<file path="config.mk">
export PLATFORM = sky130hd
export DESIGN_NAME = updown_seq_ctrl
export DESIGN_NICKNAME = d
export VERILOG_FILES = /design/src/rtl/updown_seq_ctrl.sv
export SDC_FILE = /design/constraint.sdc
export NUM_CORES = 1
export LEC_CHECK = 0
export BUFFER_PORTS_ARGS = -buffer_cell sky130_fd_sc_hd__buf_2
export CAP_MARGIN = 10
export CELL_PAD_IN_SITES_DETAIL_PLACEMENT = 1
export CELL_PAD_IN_SITES_GLOBAL_PLACEMENT = 1
export CORE_MARGIN = 4
export CORE_UTILIZATION = 43
export DETAILED_ROUTE_END_ITERATION = 8
export PLACE_DENSITY_LB_ADDON = 0.1
export SLEW_MARGIN = 20
export SYNTH_ARGS = -nofsm -noshare
export SYNTH_HDL_FRONTEND = slang
export SYNTH_SLANG_ARGS = --single-unit
</file>
<file path="constraint.sdc">
create_clock -name clk -period 2.2 [get_ports clk]
set_input_delay 0.22 -clock clk [delete_from_list [all_inputs] [get_ports clk]]
set_output_delay 0.22 -clock clk [all_outputs]
set_load 0.01 [all_outputs]
</file>
<file path="src/rtl/updown_seq_ctrl.sv">
// Step sequencer for an external up/down counter: moves the counter to a commanded
// target one step at a time, with a programmable idle interval between steps.
module updown_seq_ctrl #(
    parameter int WIDTH = 4,
    parameter int DIVW  = 8
) (
    input  logic             clk,
    input  logic             rst,
    input  logic             cmd_valid,
    output logic             cmd_ready,
    input  logic [WIDTH-1:0] cmd_target,
    input  logic [DIVW-1:0]  cmd_div,
    input  logic             abort,
    input  logic [WIDTH-1:0] cnt_q,
    output logic             cnt_en,
    output logic             cnt_up,
    output logic             busy,
    output logic             done,
    output logic             aborted,
    output logic             error
);

    localparam logic [1:0] S_IDLE = 2'd0;
    localparam logic [1:0] S_RUN  = 2'd1;
    localparam logic [1:0] S_WAIT = 2'd2;
    localparam logic [1:0] S_DONE = 2'd3;

    logic [1:0]       state;
    logic [WIDTH-1:0] target_q;
    logic [DIVW-1:0]  div_q;
    logic [DIVW-1:0]  presc;
    logic [WIDTH-1:0] step_cnt;

    logic at_target;
    logic step_full;

    assign at_target = (cnt_q == target_q);
    assign step_full = (step_cnt == '1);

    // The step request is combinational so that abort and target-reached can veto it
    // in the same cycle; priority is abort, then target, then the step-count limit.
    assign cnt_en    = (state == S_RUN) && !abort && !at_target
                       && (presc == '0) && !step_full;
    assign cmd_ready = (state == S_IDLE);
    assign busy      = (state == S_RUN) || (state == S_WAIT);
    assign done      = (state == S_DONE);

    // NOTE: all state below uses non-blocking assignments so every branch sees the
    // values from before the clock edge, regardless of statement order.
    always_ff @(posedge clk or posedge rst) begin
        if (rst) begin
            state    <= S_IDLE;
            target_q <= '0;
            div_q    <= '0;
            presc    <= '0;
            step_cnt <= '0;
            cnt_up   <= 1'b0;
            aborted  <= 1'b0;
            error    <= 1'b0;
        end else begin
            aborted <= 1'b0;
            error   <= 1'b0;
            case (state)
                S_IDLE: begin
                    if (cmd_valid) begin
                        target_q <= cmd_target;
                        div_q    <= cmd_div;
                        presc    <= '0;
                        step_cnt <= '0;
                        cnt_up   <= (cmd_target > cnt_q);
                        state    <= (cmd_target == cnt_q) ? S_DONE : S_RUN;
                    end
                end
                S_RUN: begin
                    if (abort) begin
                        state   <= S_IDLE;
                        aborted <= 1'b1;
                    end else if (at_target) begin
                        state <= S_DONE;
                    end else if (presc == '0) begin
                        if (step_full) begin
                            state <= S_IDLE;
                            error <= 1'b1;
                        end else begin
                            presc    <= div_q;
                            step_cnt <= step_cnt + 1'b1;
                            state    <= S_WAIT;
                        end
                    end else begin
                        presc <= presc - 1'b1;
                    end
                end
                S_WAIT: begin
                    if (abort) begin
                        state   <= S_IDLE;
                        aborted <= 1'b1;
                    end else begin
                        state <= S_RUN;
                    end
                end
                S_DONE:  state <= S_IDLE;
                default: state <= S_IDLE;
            endcase
        end
    end

endmodule

</file>
== After elaboration in Yosys (flattened, before gate mapping) ==
Cells that the tools add are included.

* Register bits: 29
* Logic and storage cells: 67

* Add/sub/neg operators: 2
* Order comparisons: 1
* Reduce and logical (&&, ||, !) cells: 16
* Muxes and demuxes: 27
* Equality and inequality tests: 13

{| class="wikitable"
|+ Operator list
! kind !! count
|-
| two-way mux 8 bit || 5
|-
| two-way mux 4 bit || 5
|-
| one-hot mux 8 bit (2 select lines) || 1
|-
| two-way mux 2 bit || 6
|-
| == test 4 bit || 2
|-
| zero test 8 bit || 1
|-
| two-way mux 1 bit || 8
|-
| != test 2 bit (second input constant) || 4
|-
| one-hot mux 2 bit (4 select lines) || 1
|-
| one-hot mux 4 bit (2 select lines) || 1
|-
| subtractor 8 x 1 -> 8 bit (second input constant) || 1
|-
| AND reduction 6 bit || 1
|-
| AND reduction 5 bit || 1
|-
| adder 4 x 1 -> 4 bit (second input constant) || 1
|-
| == test 2 bit (second input constant) || 2
|-
| == test 4 bit (second input constant) || 1
|-
| > comparator 4 bit || 1
|-
| logical AND 1 bit || 4
|-
| != test 4 x 3 -> 1 bit (second input constant) || 1
|-
| AND reduction 2 bit || 2
|-
| zero test 1 bit || 3
|-
| != test 3 bit (second input constant) || 1
|-
| == test 2 x 1 -> 1 bit (second input constant) || 1
|-
| zero test 2 bit || 1
|-
| 4 further kinds || 4
|}

== Longest topological paths before layout ==
* Depth after elaboration: 6
* Mapped depth: 8

== Worst setup path after synthesis ==
No wires, ideal clock.

* Kind: reg2reg
* From: reg state[0]
* To: reg presc[5]
* Path buffers: 0
* Setup slack: 0.297 ns
* Stages on the path, launching flop included: 8
* Period minus slack after synthesis: 1.903 ns
* Setup time: 0.064 ns
* Data arrival time: 1.839 ns
* Required time: 2.136 ns
* Cell sequence: dfrtp_1 -> inv_1 -> ha_1 -> mux2i_1 -> a41o_1 -> or3_4 -> a311oi_1 -> a21o_1

* Cells in the longest elaborated chain, start to end: 3

{| class="wikitable"
|+ RTL lines
! element !! line !! RTL
|-
| from (decl) || 28 || <nowiki>logic [1:0] state;</nowiki>
|-
| from (signal assigned) || 71 || <nowiki>state <= (cmd_target == cnt_q) ? S_DONE : S_RUN;</nowiki>
|-
| zero test 2 bit (*) || n/a ||
|-
| net cmd_ready || 10 || <nowiki>output logic cmd_ready,</nowiki>
|-
| != test 2 bit (no source line) / nonzero test 2 bit (equally long branches) || n/a ||
|-
| AND reduction 5 bit (no source line) || n/a ||
|-
| to (signal assigned) || 85 || <nowiki>presc <= div_q;</nowiki>
|-
| to (signal assigned) || 90 || <nowiki>presc <= presc - 1'b1;</nowiki>
|-
| to (decl) || 31 || <nowiki>logic [DIVW-1:0] presc;</nowiki>
|}

The timed path passes the listed nets; every way through them passes the cells marked *.
A chain may end at the register's enable or synchronous reset.

== Worst setup path in the final report ==
* From: reg state[1]
* To: out cnt_en

* Cells in the longest elaborated chain, start to end: 5

{| class="wikitable"
|+ RTL lines
! element !! line !! RTL
|-
| == test 2 x 1 -> 1 bit || 42 || <nowiki>assign cnt_en = (state == S_RUN) && !abort && !at_target</nowiki>
|-
| logical AND 1 bit (2 in series) || 42 ||
|-
| logical AND 1 bit (2 in series) || 43 || <nowiki>&& (presc == '0) && !step_full;</nowiki>
|-
| to (decl) || 15 || <nowiki>output logic cnt_en,</nowiki>
|}

Every way passes these cells.

==> flow_summary.ini <==
[outcome]
status = completed

[timing]
fin_crit_sh_pct = 95.6
slew_headroom_pct = 71.8
holdWs_ns = 0.00307
slew_viol_final = 0
clock_skew_ns = 0.00973
hold_viol = 0
period_minus_slack_ns = 2.10
worst_pin_slew_ns = 0.422
max_freq_mhz = 475
finalSetupViolations = 0
setup_ws_ns = 0.0967

[power]
power.density_nw_per_um2 = 1390
peakVddDrop_v = 0.000603
power.leakage_nw = 0.986

[routing]
wl_mm = 4.73
drc = 0
drt-initial-drc-count = 71
avgRoutedWirePerCell_um = 17.7
dr.pass1.iters = 4
viasPerCell = 5.59
ant_nets = 0
dr_total_vias = 1492

[floorplanning]
die_w_um = 72.0
pin_count = 27
die_y_um = 72.0
core_um2 = 3800
std_cell_rows = 22
start_util_pct = 46.3
die_area_um2 = 5180

[finish]
finalInstanceArea_um2 = 2120
syn2layout_area_growth_pct = 20.6
nets = 250
n_antenna_cell = 0
layout-drive-gt1-share_pct = 33.3
fillers = 452

[worst_setup_path]
arrival_ns = 1.88
r2r-end = presc[5]$_DFFE_PP0P_
path_class = register to primary output
ff2ff_path_depth = 6
worstSetupEndpointType = primary output
crit_required_ns = 1.98
critPathMaxFanout = 12
regToRegSetupSlack_ns = 0.14
cp-start-kind = register
r2r-start = step_cnt[0]$_DFFE_PP0P_

[clocking]
cts_num_sinks = 29
cts_tree = built
cts_buffer_depth = 2
path_clk_slew_ns = 0.07
clk_latency_ns = 0.29
cts_buffers = 5
htree_num_levels = 2
cts-root-buf = clkbuf_8

[placed_design]
pre_cts_ws_ns = 0.0989
place_congestion = 0.770
dp_hpwl_mm = 3.47
portBuffers = 26
place_area_um2 = 1980

[synthesis]
synth_edf_count = 0
ys_warn_count = 0
ys_types = 42
synth_area_per_cell_um2 = 9.83
synth_ff_type = dfrtp_1
syn_area_um2 = 1760
synthCells = 179
yosys_register_bits = 29
ys_seq_area_share_pct = 41.3
ys_async_sr_fraction_pct = 100
syn_nets = 211

[global_routing]
grt_pass1_wl_mm = 7.80
overflow = 0
grt_max_degree = 30
grt_antenna_before_repair = 0
grt_pass1_vias = 1597
grtUsageTotal_pct = 19.2

[flow_run]
maxCapViolCount = 0

[hold_path]
hp-class = input port to async pin
worst max-delay path by stage:
stage / startpoint / to / depth (start not counted)
finish: state[1]$_DFFE_PP0P_ / cnt_en / 8
global route: state[1]$_DFFE_PP0P_ / cnt_en / 8
CTS: presc[0]$_DFFE_PP0P_ / cnt_en / 7
detailed placement: state[0]$_DFFE_PP0P_ / presc[5]$_DFFE_PP0P_ / 7
global placement: state[0]$_DFFE_PP0P_ / presc[5]$_DFFE_PP0P_ / 7
floorplan: state[0]$_DFFE_PP0P_ / presc[5]$_DFFE_PP0P_ / 7
metrics by stage:
stage	power (mW)	utilization, %	setup TNS (ns)	instances
global route	3.19	55.9	-0.0392	267
detailed placement	2.39	52.0	0	256
finish	2.96	55.9	0	267
CTS	2.88	54.5	0	264
floorplan	1.94	-	0	179
global placement	2.30	52.0	0	256
power by group:
| group | leakage (nW) | switching (mW) | internal (mW) |
|---|---|---|---|
| registers | 0.369 | 0.185 | 0.735 |
| logic | 0.581 | 0.870 | 0.714 |
| clock network | 0.0364 | 0.233 | 0.222 |
| total | 0.986 | 1.29 | 1.67 |
critical path, stage by stage (launching register included):
cell and delay (ns):
dfrtp_1 0.42, inv_1 0.12, ha_1 0.21, buf_6 0.17, nand2b_1 0.11, a41oi_2 0.22
nand2_1 0.11, nor2_1 0.11, buf_2 0.14
cell usage in the layout (no fill, tap or decap), types with 3 or more instances in the layout:
cell type / instances
dfrtp_1: 29
buf_2: 26
nand2_1: 17
nor2_1: 15
mux2_2: 14
o21ai_0: 14
a21oi_1: 11
ha_1: 10
inv_1: 9
buf_4: 7
xnor2_1: 6
nor3_1: 5
clkbuf_8: 5
nand3_1: 3
nor2b_1: 3
a41o_1: 3
a21o_1: 3
clkinvlp_4: 3
area by class of cell:
type / instances / area, um2 / area share, %
Clock buffer: 5 / 68.8 / 3.24
Clock inverter: 3 / 22.5 / 1.06
Inverter: 10 / 37.5 / 1.77
Multi-Input combinational cell: 138 / 1010 / 47.8
Sequential cell: 29 / 726 / 34.2
Tap cell: 48 / 60.1 / 2.83
Timing Repair Buffer: 34 / 194 / 9.14
Yosys cell counts, drive strengths merged (2+ instances only):
cell type	count	share of area, %
ha	12	8.5
o211ai	2	0.85
mux2	14	9.0
nor4	3	2.3
o21a	2	0.85
a21o	4	1.8
a31o	2	1.0
nor2	16	3.4
buf	2	0.64
nor3	5	1.4
inv	10	2.1
nand3	3	0.85
a21oi	11	3.1
xnor2	6	3.0
o21ai	16	4.6
a41o	3	1.7
dfrtp	29	41
nand2	19	4.3
nor2b	3	1.1
cell families after synthesis:
group	count (synthesis)	synth area share, %
buf+inv	12	2.77
flops	29	41.3
fa+ha+maj	12	8.53
mux	15	9.53
compound gates	47	17.1
xor+xnor	6	2.99
simple gates	58	17.8
timing repair:
item / CTS / global route
endpoints found under the setup margin: 1 / 2
hold buffers: 0 / 0
buffers inserted: 0 / 3
resized for setup: 2 / 7
registers in the layout, summed over array words and instances, names as in the netlist:
| name | flops |
|---|---|
| cnt_up | 1 |
| aborted | 1 |
| error | 1 |
| div_q | 8 |
| state | 2 |
| step_cnt | 4 |
| target_q | 4 |
| presc | 8 |
metal layers:
metal,GRT usage [%],vias up,wire length (um)
li1,-,720,-
met1,24.3,740,2170
met2,32.3,28,2330
met3,4.29,4,180
met4,6.68,0,51
met5,0,-,0
No activity file was read; power rests on OpenSTA's default activity.
